## src/rtl/jk_seq_pkg.sv

```systemverilog
// Shared types for the JK op sequencer: op encoding, FSM states, FIFO entry.
// Entry count field is sized for the widest supported repeat count.
package jk_seq_pkg;

    localparam int CNT_W_MAX = 16;

    typedef enum logic [1:0] {
        OP_HOLD   = 2'b00,
        OP_RESET  = 2'b01,
        OP_SET    = 2'b10,
        OP_TOGGLE = 2'b11
    } jk_op_e;

    typedef enum logic {
        ST_IDLE  = 1'b0,
        ST_DRIVE = 1'b1
    } jk_state_e;

    typedef struct packed {
        jk_op_e                 op;
        logic [CNT_W_MAX-1:0]   count;
    } jk_entry_t;

    function automatic logic jk_next_q(input logic q, input jk_op_e op);
        logic nq;
        nq = q;
        unique case (op)
            OP_HOLD:   nq = q;
            OP_RESET:  nq = 1'b0;
            OP_SET:    nq = 1'b1;
            OP_TOGGLE: nq = ~q;
            default:   nq = q;
        endcase
        return nq;
    endfunction

endpackage

```

## src/rtl/jk_seq_fifo.sv

```systemverilog
// Synchronous op FIFO; push is ignored while full, pop ignored while empty.
// Pointers carry one extra wrap bit to tell full from empty.
module jk_seq_fifo
    import jk_seq_pkg::*;
#(
    parameter int DEPTH = 4
) (
    input  logic      clk,
    input  logic      rst,
    input  logic      push,
    input  logic      pop,
    input  jk_entry_t wdata,
    output jk_entry_t rdata,
    output logic      full,
    output logic      empty
);

    localparam int AW = $clog2(DEPTH);
    localparam logic [AW:0] PTR_ONE = {{AW{1'b0}}, 1'b1};

    jk_entry_t   mem_q [DEPTH];
    jk_entry_t   mem_d [DEPTH];
    logic [AW:0] wr_ptr_q, wr_ptr_d;
    logic [AW:0] rd_ptr_q, rd_ptr_d;
    logic        do_push;
    logic        do_pop;

    assign empty = (wr_ptr_q == rd_ptr_q);
    assign full  = (wr_ptr_q[AW] != rd_ptr_q[AW]) &&
                   (wr_ptr_q[AW-1:0] == rd_ptr_q[AW-1:0]);

    assign do_push = push && !full;
    assign do_pop  = pop && !empty;
    assign rdata   = mem_q[rd_ptr_q[AW-1:0]];

    always_comb begin
        mem_d    = mem_q;
        wr_ptr_d = wr_ptr_q;
        rd_ptr_d = rd_ptr_q;
        if (do_push) begin
            mem_d[wr_ptr_q[AW-1:0]] = wdata;
            wr_ptr_d = wr_ptr_q + PTR_ONE;
        end
        if (do_pop) begin
            rd_ptr_d = rd_ptr_q + PTR_ONE;
        end
    end

    always_ff @(posedge clk) begin
        if (!rst) begin
            wr_ptr_q <= '0;
            rd_ptr_q <= '0;
        end else begin
            wr_ptr_q <= wr_ptr_d;
            rd_ptr_q <= rd_ptr_d;
        end
    end

    // Storage needs no reset; only the pointers define validity.
    always_ff @(posedge clk) begin
        mem_q <= mem_d;
    end

endmodule

```

## src/rtl/jk_op_sequencer.sv

```systemverilog
// Queues JK ops and replays each for count+1 cycles, tracking expected q.
// Optional feedback compare enabled by defining JK_SEQ_CHECK_EN.
module jk_op_sequencer
    import jk_seq_pkg::*;
#(
    parameter int DEPTH = 4,
    parameter int CNT_W = 4
) (
    input  logic             clk,
    input  logic             rst,
    input  logic             in_valid,
    output logic             in_ready,
    input  logic [1:0]       in_op,
    input  logic [CNT_W-1:0] in_count,
    output logic             j,
    output logic             k,
    output logic             busy,
    output logic             done,
    output logic             q_exp
`ifdef JK_SEQ_CHECK_EN
   ,input  logic             q_fb,
    output logic             mismatch
`endif
);

    localparam logic [CNT_W-1:0] CNT_ONE = {{(CNT_W-1){1'b0}}, 1'b1};

    jk_state_e        state_q, state_d;
    jk_op_e           op_q, op_d;
    logic [CNT_W-1:0] cnt_q, cnt_d;
    logic             q_exp_q, q_exp_d;

    jk_entry_t        wr_entry;
    jk_entry_t        head;
    logic             fifo_full;
    logic             fifo_empty;
    logic             push;
    logic             pop;
    logic             done_c;
    jk_op_e           jk_drive;
    logic             unused_cnt_hi;

    assign wr_entry = '{op: jk_op_e'(in_op), count: CNT_W_MAX'(in_count)};
    assign push     = in_valid && !fifo_full;
    assign in_ready = !fifo_full;

    jk_seq_fifo #(
        .DEPTH (DEPTH)
    ) u_fifo (
        .clk   (clk),
        .rst   (rst),
        .push  (push),
        .pop   (pop),
        .wdata (wr_entry),
        .rdata (head),
        .full  (fifo_full),
        .empty (fifo_empty)
    );

    // Upper bits of the stored count are always zero for CNT_W < CNT_W_MAX.
    assign unused_cnt_hi = ^head.count;

    always_comb begin
        state_d = state_q;
        op_d    = op_q;
        cnt_d   = cnt_q;
        pop     = 1'b0;
        done_c  = 1'b0;
        unique case (state_q)
            ST_IDLE: begin
                if (!fifo_empty) begin
                    pop     = 1'b1;
                    op_d    = head.op;
                    cnt_d   = head.count[CNT_W-1:0];
                    state_d = ST_DRIVE;
                end
            end
            ST_DRIVE: begin
                if (cnt_q == '0) begin
                    done_c = 1'b1;
                    if (!fifo_empty) begin
                        pop   = 1'b1;
                        op_d  = head.op;
                        cnt_d = head.count[CNT_W-1:0];
                    end else begin
                        op_d    = OP_HOLD;
                        state_d = ST_IDLE;
                    end
                end else begin
                    cnt_d = cnt_q - CNT_ONE;
                end
            end
            default: begin
                op_d    = OP_HOLD;
                state_d = ST_IDLE;
            end
        endcase
    end

    assign jk_drive = (state_q == ST_DRIVE) ? op_q : OP_HOLD;
    assign q_exp_d  = jk_next_q(q_exp_q, jk_drive);

    always_ff @(posedge clk) begin
        if (!rst) begin
            state_q <= ST_IDLE;
            op_q    <= OP_HOLD;
            cnt_q   <= '0;
            q_exp_q <= 1'b0;
        end else begin
            state_q <= state_d;
            op_q    <= op_d;
            cnt_q   <= cnt_d;
            q_exp_q <= q_exp_d;
        end
    end

    assign j     = jk_drive[1];
    assign k     = jk_drive[0];
    assign done  = done_c;
    assign busy  = (state_q == ST_DRIVE) || !fifo_empty;
    assign q_exp = q_exp_q;

`ifdef JK_SEQ_CHECK_EN
    logic mismatch_q, mismatch_d;

    // Sticky: any divergence of the real flop from the model is latched.
    assign mismatch_d = mismatch_q | (q_fb != q_exp_q);

    always_ff @(posedge clk) begin
        if (!rst) begin
            mismatch_q <= 1'b0;
        end else begin
            mismatch_q <= mismatch_d;
        end
    end

    assign mismatch = mismatch_q;
`else
    // No feedback port, so no compare logic in this build.
`endif

endmodule

```

## config.mk

```make
export PLATFORM = sky130hd
export DESIGN_NAME = jk_op_sequencer
export DESIGN_NICKNAME = d
export VERILOG_FILES = /design/src/rtl/jk_seq_pkg.sv /design/src/rtl/jk_seq_fifo.sv /design/src/rtl/jk_op_sequencer.sv
export SDC_FILE = /design/constraint.sdc
export NUM_CORES = 1
export LEC_CHECK = 0
export CORE_MARGIN = 2
export CORE_UTILIZATION = 50
export DETAILED_ROUTE_END_ITERATION = 7
export PLACE_DENSITY = 0.7
export SETUP_SLACK_MARGIN = 0.15
export SKIP_LAST_GASP = 1
export SLEW_MARGIN = 20
export SYNTH_ARGS = -nofsm -noshare
export SYNTH_HDL_FRONTEND = slang
export SYNTH_SLANG_ARGS = --single-unit
```

## constraint.sdc

```tcl
create_clock -name clk -period 1.95 [get_ports clk]
set_input_delay 0.195 -clock clk [delete_from_list [all_inputs] [get_ports clk]]
set_output_delay 0.195 -clock clk [all_outputs]
set_load 0.02 [all_outputs]
```

Yosys cells after proc, flatten, opt, wreduce, memory -nomap -nowiden
Cells that the tools add are included.
Word-level totals
  register bits after elaboration: 86
  output and inout bits: 6
  logic and storage cells: 65
Operators by class
  $add $sub $neg: 3
  $lt $le $gt $ge: 3
  equal/unequal tests: 8
  multiplexer cells: 22
  bitwise logic cells: 4
  reduce and logical (&&, ||, !) cells: 11
Operators by type and width (count)
  $bwmux 72: 1
  $mux 18: 3
  $bmux 18 s2: 1
  $demux 18 s2: 1
  $mux 2: 4
  $mux 4: 2
  $pmux 4 s2: 1
  $add 3x1->3 const B: 2
  $ge 3x3->1 const B: 2
  $not 2->3: 2
  $logic_and 1x1->1: 5
  $mux 1: 5
  $eq 2x2->1 const B: 2
  $logic_not 4->1: 1
  $pmux 1 s2: 2
  $pmux 2 s2: 1
  $sub 4x1->4 const B: 1
  $eq 3x3->1: 1
  $lt 3x1->1 const B: 1
  $pmux 1 s3: 1
  $eq 2x1->1 const B: 1
  $eq 2x2->1: 1
  $logic_not 1->1: 2
  $logic_not 2->1: 1
  6 further kinds: 7

Longest topological paths before layout
Gate-level depths: netlist (run 1).
  word-level depth: 7
  gate-level depth with buffers: 6
  mapped depth without buffers: 6

Hierarchy
From an unflattened synthesis (run 1), not the netlist that was laid out.
Second synthesis, totals
  cell total of the unflattened synthesis: 222
  area, all modules: 3653.5 µm²
Modules (own cells, without submodules)
  jk_seq_fifo: times used 1, cells an instance 164, area an instance 3173.0 µm², sequential area each 2282.2 µm²
  jk_op_sequencer: times used 1, cells an instance 58, area an instance 480.5 µm², sequential area each 160.2 µm²

Least setup slack after synthesis (run 1)
No wires, ideal clock.
  kind: register -> register
  start point: reg cnt_q[0]
  end point: reg u_fifo.rd_ptr_q[0]
  data arrival time: 1.467 ns
  slack: 0.368 ns
  cell stages (with the launch flop): 7
  buffers on the path: 0
  clock period less this slack: 1.582 ns
  cell sequence: dfxtp_1 -> inv_1 -> ha_1 -> or3b_4 -> a32o_2 -> xnor2_1 -> and2_1
Between the ends
  word-level cells in the longest chain between the ends: 4
Ends and longest elaborated chain
  start: declaration: RTL line jk_op_sequencer.sv:30  | logic [CNT_W-1:0] cnt_q, cnt_d;
  start signal: assignment: RTL line jk_op_sequencer.sv:112  | cnt_q <= cnt_d;
  $logic_not 4->1: RTL line jk_op_sequencer.sv:79  | if (cnt_q == '0) begin
  $mux 1: RTL line jk_op_sequencer.sv:79
  $pmux 1 s2: RTL line jk_op_sequencer.sv:69  | unique case (state_q)
  $logic_and 1x1->1: RTL line jk_seq_fifo.sv:33  | assign do_pop = pop && !empty;
  end signal: assignment: RTL line jk_seq_fifo.sv:55  | rd_ptr_q <= rd_ptr_d;
  end: declaration: RTL line jk_seq_fifo.sv:24  | logic [AW:0] rd_ptr_q, rd_ptr_d;
No other way between the ends.
A chain may end at the register's enable or synchronous reset.

Final worst setup path (run 1)
  start point: reg cnt_q[1]
  end point: out done
Between the ends
  word-level cells in the longest chain between the ends: 3
Ends and longest elaborated chain
  $logic_not 4->1: RTL line jk_op_sequencer.sv:79
  $mux 1: RTL line jk_op_sequencer.sv:79
  $mux 1: RTL line jk_op_sequencer.sv:69
  end: declaration: RTL line jk_op_sequencer.sv:18  | output logic done,
No other way between the ends.

==> results of run 1 <==
logic make-up after synthesis:
kind of cell             share of synthesized area
AO/OA/AOI/OAI                               0.0615
XOR/XNOR                                    0.0486
adder cells (fa/ha/maj)                     0.0429
buffers and inverters                       0.0343
flip-flops                                   0.572
multiplexers                                 0.117
AND/OR/NAND/NOR                              0.124
through the flow:
stage	util	area (um^2)	std cells	setup slack, ns	hold slack (ns)
floorplan	-	1750	127	0.368	0.294
global placement	0.581	1940	186	0.107	0.458
detailed placement	0.581	1940	186	0.0731	0.472
CTS	0.609	2030	194	0.0162	0.453
global route	0.617	2060	196	0.126	0.450
finish	0.617	2060	196	0.216	0.475
metal layers:
metal  share of wire  wire (um)  vias to the layer above
li1                -          -                      512
met1            0.42       1260                      519
met2            0.50       1500                       29
met3           0.044        133                       12
met4           0.040        121                        0
met5               0          0                        -
registers in the layout, indices dropped and copies added (netlist names):
register and cells:
op_q 2, cnt_q 4, u_fifo.wr_ptr_q 3, u_fifo.rd_ptr_q 3, q_exp 1, state_q 1
u_fifo.mem_q 24
final timing paths:
check,cells past startpoint,slack (ns),endpoint,from
worst max-delay path,5,0.22,done,cnt_q[1]$_SDFF_PN0_
worst min-delay path,1,0.48,u_fifo.mem_q[39]$_DFFE_PP_,in_count[3]
worst max register to register,7,0.22,u_fifo.rd_ptr_q[0]$_SDFFE_PN0P_,cnt_q[1]$_SDFF_PN0_
worst min register to register,2,0.49,op_q[0]$_SDFFE_PN0P_,op_q[0]$_SDFFE_PN0P_
cells in the final DEF, fill, tap and decap left out, types with 3 or more instances in the layout:
cell / n
sky130_fd_sc_hd__and2_1: 10
sky130_fd_sc_hd__xnor2_1: 3
sky130_fd_sc_hd__edfxtp_1: 24
sky130_fd_sc_hd__ha_1: 5
sky130_fd_sc_hd__mux4_1: 5
sky130_fd_sc_hd__clkdlybuf4s50_1: 11
sky130_fd_sc_hd__clkbuf_4: 5
sky130_fd_sc_hd__a21oi_1: 4
sky130_fd_sc_hd__dfxtp_1: 6
sky130_fd_sc_hd__buf_4: 6
sky130_fd_sc_hd__dfxtp_2: 8
sky130_fd_sc_hd__mux2i_1: 5
sky130_fd_sc_hd__nand2_1: 9
sky130_fd_sc_hd__nand3_1: 4
sky130_fd_sc_hd__inv_1: 7
final cells by class:
| type | count | area (um^2) | area share |
|---|---|---|---|
| clock buffer | 6 | 41.3 | 0.0200 |
| clock inverter | 2 | 8.76 | 0.00425 |
| inverter | 8 | 30.0 | 0.0146 |
| multi-input combinational | 77 | 738 | 0.358 |
| sequential | 38 | 1010 | 0.491 |
| tap | 46 | 57.6 | 0.0279 |
| timing repair buffer | 19 | 173 | 0.0838 |
power by group:
part	leakage [uW]	switching, uW	total (uW)	internal [uW]
registers	0.000338	110	1100	987
logic	0.000379	529	1090	559
clock network	0.0000297	250	385	135
total	0.000747	888	2570	1680
repair_timing:
| action | in CTS | in global routing |
|---|---|---|
| resized for setup | 14 | 8 |
| endpoints found under the setup margin | 4 | 7 |
| gates cloned | 0 | 0 |
| buffers inserted | 0 | 2 |
| pin swaps | 1 | 3 |
==> results summary, run 1 <==
The run finished with clean final reports. The number of setup violations in the final report came out at 0. Summed over all instances, the cell type with the most area after synthesis is sky130_fd_sc_hd__edfxtp_1. The critical path is of the register to output pin type. The wire length of the first global-routing pass came out at 4730 um. In this run the count of I/O pins placed on the die edge is 15. The total number of vias came out at 1072. The wire length per cell after detailed routing came out at about 15 um. The design draws 2570 uW.

The initial antenna violation count came out at 0. The half-perimeter wire length after detailed placement is between 2000 and 2500 um. The measured slew at the worst slew-check pin is between 0.5 and 0.6 ns. The worst path in the final design needs a cycle of 1.73 ns, including I/O delays and setup.

The number of global-route vias before repair is ~1100. STA classifies the critical path startpoint as a register. The synthesis-stage register bit count is 38. The synthesized netlist net count is approximately 140. Routability-driven placement finished with a final weighted congestion of between 0.7 and 0.8. The area of the core came out at around 3300 um^2. The layer carrying the most global-route usage is met2. The count of pins over their slew limit came to 0. The count of mapped cells out of synthesis is around 130. The maximum number of pins on one net before global-route repair came out at 19. The synthesized area per cell is between 10 and 15 um^2. The number of hold violations in the final report came out at 0. The cell area after synthesis came out at roughly 1700 um^2. The die height came out at approximately 63 um. The first-pass iteration count of the detailed router came out at 4.

The most common cell in the synthesized netlist is sky130_fd_sc_hd__edfxtp_1. VDD sags by at most 528 uV. After clock tree synthesis, the clock-pin slew on the worst setup and hold paths is roughly 0.11 ns. The met3 capacity usage during global routing is 0.0607. The cell leakage power is 0.000747 uW.

The CTS tree is built. The full die area is approximately 4000 um^2. Clock skew on the completed layout was measured at between 0.01 and 0.015 ns.

The cell at the slowest stage of the critical path is sky130_fd_sc_hd__or3b_4. Summed over all failing endpoints, the final setup total negative slack is 0 ns. The stage delay of the slowest cell on the critical path came out at roughly 0.37 ns. Measured along the x axis, the die boundary spans ~63 um. The clock sink count is 38. STA classifies the critical path endpoint as an output pin.

The number of port buffers is 14. The most used flip-flop cell after synthesis is sky130_fd_sc_hd__edfxtp_1. Counting distinct cell types in the post-synthesis netlist gives 34. The fraction of synthesis flops using an asynchronous set or reset pin is 0. The worst endpoint data arrival time came out at roughly 1.5 ns. The number of buffers inserted for hold repair after clock tree synthesis is 0. The power density over the cells is 1250 nW/um^2. The share of cells above drive strength 1 is 0.207.

The number of enable-type register cells in the synthesized netlist is 24. The final global-route overflow total came out at 0. The number of antenna diodes in the final layout is 0. The maximum achievable frequency came out at ~580 MHz. The longest clock path from root to sink contains 2 buffers. The critical path data required time came out at 1.75 ns. The clock insertion delay at the later pin of the skew report is ~0.35 ns. The total number of yosys warnings came out at 0.

The critical path goes through inv_1, ha_4, or3b_4, nor2_1, buf_4. After the first detailed-routing iteration, the DRC count stood at 80. The number of fillers in the final layout came out at 296.

Measured against its own limit, the worst slew margin works out to 0.606. The critical-path maximum fanout is 4. Setup repair after global routing could not meet its margin everywhere. The ratio of routed vias to standard cells came out at 5.47.

The net count of the finished layout is around 160. The total number of H-tree levels came out at 2. The total buffers and inverters traversed by the critical path is 2. The CTS buffer count came out at 5. The share of the Yosys chip area taken by registers is 0.572.

The starting utilization of the core area is 0.524. Sorting the synthesized cells by area gives the leading types as sky130_fd_sc_hd__edfxtp_1 (41%), sky130_fd_sc_hd__dfxtp_1 (16%), sky130_fd_sc_hd__mux4_1 (7.5%). Of the available clock period, the critical path in the final layout requires 0.889.

The cell sitting at the root of the clock tree is a sky130_fd_sc_hd__clkbuf_4. The detailed-route DRC error count came out at 0. From synthesis to final layout, the design area changed by 17.7%. The met1 usage in global routing is 0.171. For this block, the routed nets add up to around 3000 um of wire.

The row count came out at 21. The commonest cells after synthesis are sky130_fd_sc_hd__edfxtp_1 (24), sky130_fd_sc_hd__dfxtp_1 (14), sky130_fd_sc_hd__and2_1 (10), sky130_fd_sc_hd__nand2_1 (9), sky130_fd_sc_hd__inv_1 (8). The dominant delay contributor by cell family on the critical path is simple AND/OR/NAND/NOR gates. The count of antenna-violating nets left after detailed routing came out at 0. The share of Yosys cell area claimed by the top area cell type is 0.412. The path class of the lowest-slack min-delay path is input pin to register. For met2 alone, demand over resource in global routing was 0.279. The max capacitance violation total came out at 0.

Across every metal layer, demand over resource in global routing totals 0.164.
(Power assumes the default switching activity.)
==> run 2: changes to the inputs <==
--- a/config.mk
+++ b/config.mk
@@ -5,6 +5,7 @@
 export SDC_FILE = /design/constraint.sdc
 export NUM_CORES = 1
 export LEC_CHECK = 0
+export ABC_CLOCK_PERIOD_IN_PS = 1950
 export CORE_MARGIN = 2
 export CORE_UTILIZATION = 50
 export DETAILED_ROUTE_END_ITERATION = 7
@@ -15,3 +16,4 @@
 export SYNTH_ARGS = -nofsm -noshare
 export SYNTH_HDL_FRONTEND = slang
 export SYNTH_SLANG_ARGS = --single-unit
+export TNS_END_PERCENT = 5
==> results summary, run 2 (synthesis results as in run 1) <==
Outcome: complete, no violations (unchanged). The count of antenna-violating nets left after detailed routing came out at 0 (unchanged). The relative slew slack is 0.611 (was 0.606).

The most common library cell in the layout ignoring fill and taps is sky130_fd_sc_hd__edfxtp_1 (unchanged). The starting DRC count in detailed routing was 51 (was 80). The share of cells above drive strength 1 came out at 0.162 (was 0.207). The layout overhead on the synthesized area is 16.1% (was 17.7%). The setup clock skew after layout came out at 0.0114 ns (was 0.0134 ns). The startpoint kind of the worst setup timing path was a register (unchanged). The wire length of the first global-routing pass came out at 4710 um (was 4730 um). The half-perimeter wire length after detailed placement is 2030 um (unchanged). The number of flip-flops in the largest register is 24 (unchanged). The reg-to-reg critical path endpoint was u_fifo.rd_ptr_q[0]$_SDFFE_PN0P_ (unchanged). The critical path launch point is cnt_q[0]$_SDFF_PN0_ (was cnt_q[1]$_SDFF_PN0_). The cell count of the worst reg-to-reg path is 7 (unchanged). The final estimated routing congestion in global placement came to 0.743 (unchanged). The critical-path maximum fanout came to 4 (unchanged). The critical path class is register to output pin (unchanged). The peak ir drop on the vdd network came out at 521 uV (was 528 uV). The row count is 21 (unchanged). The area of the core is 3340 um^2 (unchanged). The measured slew at the worst slew-check pin is 0.582 ns (was 0.589 ns).

The final setup TNS is 0 ns (unchanged). The final critical path time including I/O delays and setup is 1.80 ns (was 1.73 ns). The power density over the cells came out at 1230 nW/um^2 (was 1250 nW/um^2). The detailed-route DRC error count came out at 0 (unchanged). The worst endpoint data arrival time came out at 1.61 ns (was 1.54 ns).

The full die area came out at 3990 um^2 (unchanged). The final routed wirelength across all metal layers is 2870 um (was 3020 um). The maximum achievable frequency is 555 MHz (was 577 MHz). The number of port buffers came out at 14 (unchanged).

The clock-pin slew of the registers on the worst-case setup and hold paths came out at 0.11 ns (about the same). The number of setup buffers added after CTS came out at 0 (unchanged). Commonest cells after routing, fill and taps aside: sky130_fd_sc_hd__edfxtp_1 (24), sky130_fd_sc_hd__clkdlybuf4s50_1 (11), sky130_fd_sc_hd__and2_1 (10), sky130_fd_sc_hd__dfxtp_1 (10), sky130_fd_sc_hd__nand2_1 (9) (was sky130_fd_sc_hd__edfxtp_1 (24), sky130_fd_sc_hd__clkdlybuf4s50_1 (11), sky130_fd_sc_hd__and2_1 (10), sky130_fd_sc_hd__nand2_1 (9), sky130_fd_sc_hd__dfxtp_2 (8)). The part of the total power dissipated in sequential elements is 0.437 (was 0.427). The register name with the most flops is u_fifo.mem_q (unchanged). The post-route clock period utilization came out at 0.924 (was 0.889). The clock insertion delay at the later pin of the skew report came out at 0.35 ns (about the same).

The number of hold violations in the final report was 0 (unchanged). The first-pass iteration count of the detailed router came to 4 (unchanged). The CTS tree is built (unchanged). The internal power is 1640 uW (was 1680 uW).

The buffer type at the clock tree root is sky130_fd_sc_hd__clkbuf_4 (unchanged). The ratio of routed vias to standard cells came to 5.32 (was 5.47). The worst slack at placement came out at 0.0731 ns (unchanged).

The number of global-route vias before repair is 1039 (was 1057). The total number of vias is 1033 (was 1072). The final global-route overflow total is 0 (unchanged).

The internal reg-to-reg setup slack is 0.17 ns (was 0.22 ns). The switching power came out at 859 uW (was 888 uW). The type of destination of the critical path is an output pin (unchanged). The share of total power in combinational logic is 0.410 (was 0.423). The horizontal die dimension came out at 63.1 um (unchanged).

The number of setup violations in the final report came out at 0 (unchanged). The boundary pin count came out at 15 (unchanged). The number of buffers inserted for hold repair after clock tree synthesis is 0 (unchanged). The cell leakage power is 0.000736 uW (was 0.000747 uW). The total number of H-tree levels came to 2 (unchanged). The maximum number of pins on one net before global-route repair came out at 19 (unchanged). The clock sink count is 38 (unchanged).

The end of the critical path is done (unchanged). The number of antenna repair diodes was 0 (unchanged). The global routing usage summed across all routing layers is 0.163 (was 0.164).

The worst-case setup margin in the final layout was 0.147 ns (was 0.216 ns). The clock group share of total power came out at 0.153 (was 0.150). The count of pins over their slew limit came to 0 (unchanged). The CTS buffer count is 5 (unchanged). The starting utilization of the core area is 0.524 (unchanged). The die height is 63.1 um (unchanged).

The initial antenna violation count came out at 0 (unchanged). The net total in the final layout came out at 162 (was 164). The area taken by multi-input logic gates came out at 728 um^2 (was 738 um^2). The net switching share of the total power is 0.344 (was 0.346).

The max capacitance violation total is 0 (unchanged). The path class of the lowest-slack min-delay path is input pin to register (unchanged). The total power came out at 2500 uW (was 2570 uW).

Largest registers: u_fifo.mem_q x24, cnt_q x4 (unchanged). The sequential standard cell area is 1010 um^2 (about the same). The wire length per cell after detailed routing is 14.8 um (was 15.4 um). The worst-case clock buffer depth came out at 2 (unchanged). RSZ-0062 raised after global routing: true (unchanged).

The startpoint of the most critical register-to-register path is cnt_q[0]$_SDFF_PN0_ (was cnt_q[1]$_SDFF_PN0_). The critical path data required time came out at 1.75 ns (about the same). The number of fillers in the final layout was 294 (was 296).
[run 2: per-layer routing]
layer	global-route usage	wire length [um]	vias to the layer above
li1	-	-	507
met1	0.180	1250	501
met2	0.277	1440	19
met3	0.0589	115	6
met4	0.0833	70	0
met5	0	0	-
[run 2: area by class of cell]
cell class | instances | share of cell area
Clock buffer | 6 | 0.0203
Clock inverter | 2 | 0.00431
Inverter | 8 | 0.0148
Multi-Input combinational cell | 77 | 0.359
Sequential cell | 38 | 0.495
Tap cell | 46 | 0.0283
Timing Repair Buffer | 17 | 0.0782
[run 2: stage by stage]
stage	utilization	cell area (um^2)	hold slack [ns]	std cells
6_report	0.609	2030	0.473	194
2_1_floorplan	-	1750	0.294	127
3_5_place_dp	0.581	1940	0.472	186
5_1_grt	0.609	2030	0.450	194
4_1_cts	0.609	2030	0.453	194
3_3_place_gp	0.581	1940	0.458	186
[run 2: worst max-delay path: stages (launching register included)]
cell	delay, ns
sky130_fd_sc_hd__dfxtp_1	0.34
sky130_fd_sc_hd__inv_1	0.08
sky130_fd_sc_hd__ha_2	0.20
sky130_fd_sc_hd__or3b_4	0.38
sky130_fd_sc_hd__nor2_1	0.08
sky130_fd_sc_hd__buf_2	0.16
[run 2: how the worst min path moves through the flow]
| stage | from | end | slack [ns] | cells past startpoint |
|---|---|---|---|---|
| after floorplan | in_count[0] | u_fifo.mem_q[0]$_DFFE_PP_ | 0.29 | 0 |
| after global placement | op_q[0]$_SDFFE_PN0P_ | op_q[0]$_SDFFE_PN0P_ | 0.46 | 2 |
| after detailed placement | op_q[0]$_SDFFE_PN0P_ | op_q[0]$_SDFFE_PN0P_ | 0.47 | 2 |
| after CTS | in_op[0] | u_fifo.mem_q[16]$_DFFE_PP_ | 0.45 | 1 |
| after global routing | in_count[2] | u_fifo.mem_q[56]$_DFFE_PP_ | 0.45 | 1 |
| final | in_count[3] | u_fifo.mem_q[39]$_DFFE_PP_ | 0.47 | 1 |
[run 2: timing repair]
item | 4_1_cts | 5_1_grt
pin swaps | 1 | 0
resized for setup | 11 | 4
endpoints found under the setup margin | 4 | 9
[run 2: power by group through the flow]
stage / Combinational, uW / Sequential (uW) / Clock, uW
2_1_floorplan: 780 / 1070 / 0
3_3_place_gp: 998 / 1080 / 0
3_5_place_dp: 1020 / 1090 / 0
4_1_cts: 1030 / 1090 / 402
5_1_grt: 1110 / 1110 / 444
6_report: 1020 / 1090 / 383
==> run 3: changes to the inputs <==
--- a/config.mk
+++ b/config.mk
@@ -6,7 +6,6 @@
 export NUM_CORES = 1
 export LEC_CHECK = 0
 export ABC_CLOCK_PERIOD_IN_PS = 1950
-export CORE_MARGIN = 2
 export CORE_UTILIZATION = 50
 export DETAILED_ROUTE_END_ITERATION = 7
 export PLACE_DENSITY = 0.7
==> results summary, run 3 (synthesis results as in run 1) <==
The critical path class is register to output pin (unchanged). The ratio of routed vias to standard cells was 5.40 (was 5.32). The cell leakage power is 0.000737 uW (was 0.000736 uW). The starting utilization of the core area is 0.524 (unchanged).

The measured slew at the worst slew-check pin is 0.561 ns (was 0.582 ns). The post-route clock period utilization came out at 0.910 (was 0.924). The global routing usage summed across all routing layers was 0.188 (was 0.163). The clock-pin slew of the registers on the worst-case setup and hold paths came out at 0.11 ns (about the same).

The peak ir drop on the vdd network came out at 489 uV (was 521 uV). The topmost layer with routed signal wires is met4 (unchanged). The total number of H-tree levels came out at 2 (unchanged). The power density over the cells is 1220 nW/um^2 (was 1230 nW/um^2). The most common library cell in the layout ignoring fill and taps is sky130_fd_sc_hd__edfxtp_1 (unchanged).

The CTS buffer count came out at 5 (unchanged). The full die area came to 3740 um^2 (was 3990 um^2). The total number of vias came to 1047 (was 1033). The die height is 61.1 um (was 63.1 um). The critical path data required time is 1.75 ns (about the same). The startpoint kind of the worst setup timing path is a register (unchanged). The maximum achievable frequency came out at 563 MHz (was 555 MHz). The CTS tree is built (unchanged).

The count of pins over their slew limit is 0 (unchanged). The starting DRC count in detailed routing is 55 (was 51). The number of hold violations in the final report is 0 (unchanged). The number of setup buffers added after CTS is 0 (unchanged).

The number of global-route vias before repair is 1024 (was 1039). The number of flip-flops in the largest register came out at 24 (unchanged). The final global-route overflow total is 0 (unchanged). The clock sink count came to 38 (unchanged). The buffer type at the clock tree root is sky130_fd_sc_hd__clkbuf_4 (unchanged). The total power came out at 2480 uW (was 2500 uW). The final critical path time including I/O delays and setup came out at 1.77 ns (was 1.80 ns). The number of port buffers is 14 (unchanged).

The number of cells in the finished layout apart from fillers was 194 (unchanged). RSZ-0062 raised after global routing: true (unchanged). The number of buffers inserted for hold repair after clock tree synthesis came out at 0 (unchanged).

The worst-case clock buffer depth came out at 2 (unchanged). The boundary pin count is 15 (unchanged). The detailed-route DRC error count came to 0 (unchanged). The area of the core was 3340 um^2 (unchanged).

The clock insertion delay at the later pin of the skew report came out at 0.34 ns (was 0.35 ns). The internal reg-to-reg setup slack came out at 0.32 ns (was 0.17 ns). The length of routed met2 wiring was 1480 um (was 1440 um). The count of antenna-violating nets left after detailed routing was 0 (unchanged).

The path class of the lowest-slack min-delay path is register to register (was input pin to register). The register name with the most flops is u_fifo.mem_q (unchanged). The net total in the final layout was 162 (unchanged). The half-perimeter wire length after detailed placement is 2020 um (was 2030 um). The number of antenna repair diodes was 0 (unchanged). The share of cells above drive strength 1 came out at 0.162 (unchanged). The final estimated routing congestion in global placement was 0.774 (was 0.743). The max capacitance violation total is 0 (unchanged). The row count was 21 (unchanged). The final routed wirelength across all metal layers came out at 2810 um (was 2870 um).

The initial antenna violation count came out at 0 (unchanged). The wire length of the first global-routing pass is 4760 um (was 4710 um). The wire length on met1 came out at 1160 um (was 1250 um). The maximum number of pins on one net before global-route repair came out at 19 (unchanged). The type of destination of the critical path is an output pin (unchanged). Commonest cells after routing, fill and taps aside: sky130_fd_sc_hd__edfxtp_1 (24), sky130_fd_sc_hd__clkdlybuf4s50_1 (11), sky130_fd_sc_hd__and2_1 (10), sky130_fd_sc_hd__nand2_1 (9), sky130_fd_sc_hd__dfxtp_1 (9) (was sky130_fd_sc_hd__edfxtp_1 (24), sky130_fd_sc_hd__clkdlybuf4s50_1 (11), sky130_fd_sc_hd__and2_1 (10), sky130_fd_sc_hd__dfxtp_1 (10), sky130_fd_sc_hd__nand2_1 (9)).

The setup clock skew after layout is 0.0122 ns (was 0.0114 ns). The horizontal die dimension is 61.1 um (was 63.1 um). The layout overhead on the synthesized area is 16.0% (was 16.1%). The placed cell count came out at 186 (unchanged). The number of setup violations in the final report came out at 0 (unchanged). The routed length on met3 is 126 um (was 115 um). The wire length per cell after detailed routing came out at 14.5 um (was 14.8 um). Largest registers: u_fifo.mem_q x24, cnt_q x4 (unchanged).

The relative slew slack is 0.625 (was 0.611). Outcome: complete, no violations (unchanged). The critical-path maximum fanout is 5 (was 4). The worst endpoint data arrival time came out at 1.58 ns (was 1.61 ns). The first-pass iteration count of the detailed router is 4 (unchanged).
==> run 3: routing by layer <==
metal,global-route usage,vias to the layer above
met5,0,-
met4,0.0812,0
met3,0.0693,6
met2,0.311,26
met1,0.220,506
li1,-,509
==> run 3: worst paths after layout <==
| path | from | end | cells after the start |
|---|---|---|---|
| max | cnt_q[0]$_SDFF_PN0_ | done | 5 |
| max reg2reg | cnt_q[0]$_SDFF_PN0_ | u_fifo.rd_ptr_q[0]$_SDFFE_PN0P_ | 6 |
| min | op_q[0]$_SDFFE_PN0P_ | op_q[0]$_SDFFE_PN0P_ | 2 |
| min reg2reg | op_q[0]$_SDFFE_PN0P_ | op_q[0]$_SDFFE_PN0P_ | 2 |
==> run 3: worst max-delay path: stages (launching register included) <==
cell and delay, ns:
sky130_fd_sc_hd__dfxtp_1 0.34, sky130_fd_sc_hd__inv_1 0.07, sky130_fd_sc_hd__ha_1 0.16, sky130_fd_sc_hd__or3b_4 0.41, sky130_fd_sc_hd__nor2_1 0.10, sky130_fd_sc_hd__clkbuf_2 0.17
==> run 3: final cells by class <==
class | count | area, um^2
inverter | 8 | 30.0
tap | 46 | 57.6
fill | 272 | 1310
sequential | 38 | 1010
clock inverter | 2 | 8.76
timing repair buffer | 17 | 159
clock buffer | 6 | 41.3
multi-input combinational | 77 | 726
==> run 3: power by group <==
part	total [uW]	switching, uW	leakage (uW)	internal, uW
registers	1090	111	0.000337	981
clock network	376	241	0.0000297	136
logic	1010	494	0.000370	512
total	2480	846	0.000737	1630
==> run 3: stage by stage <==
step	hold WS, ns	utilization	setup WS, ns	TNS [ns]	cell area (um^2)
after global placement	0.457	0.581	0.147	0	1940
final	0.474	0.608	0.175	0	2030
after detailed placement	0.456	0.581	0.115	0	1940
after floorplan	0.294	-	0.368	0	1750
after global routing	0.460	0.608	0.0514	0	2030
after CTS	0.473	0.605	-0.00834	-0.00834	2020
==> run 3: repair_timing <==
action                                  4_1_cts  5_1_grt
endpoints found under the setup margin        3        5
gates cloned                                  0        0
gates resized for setup                       7        7
pin swaps                                     0        0
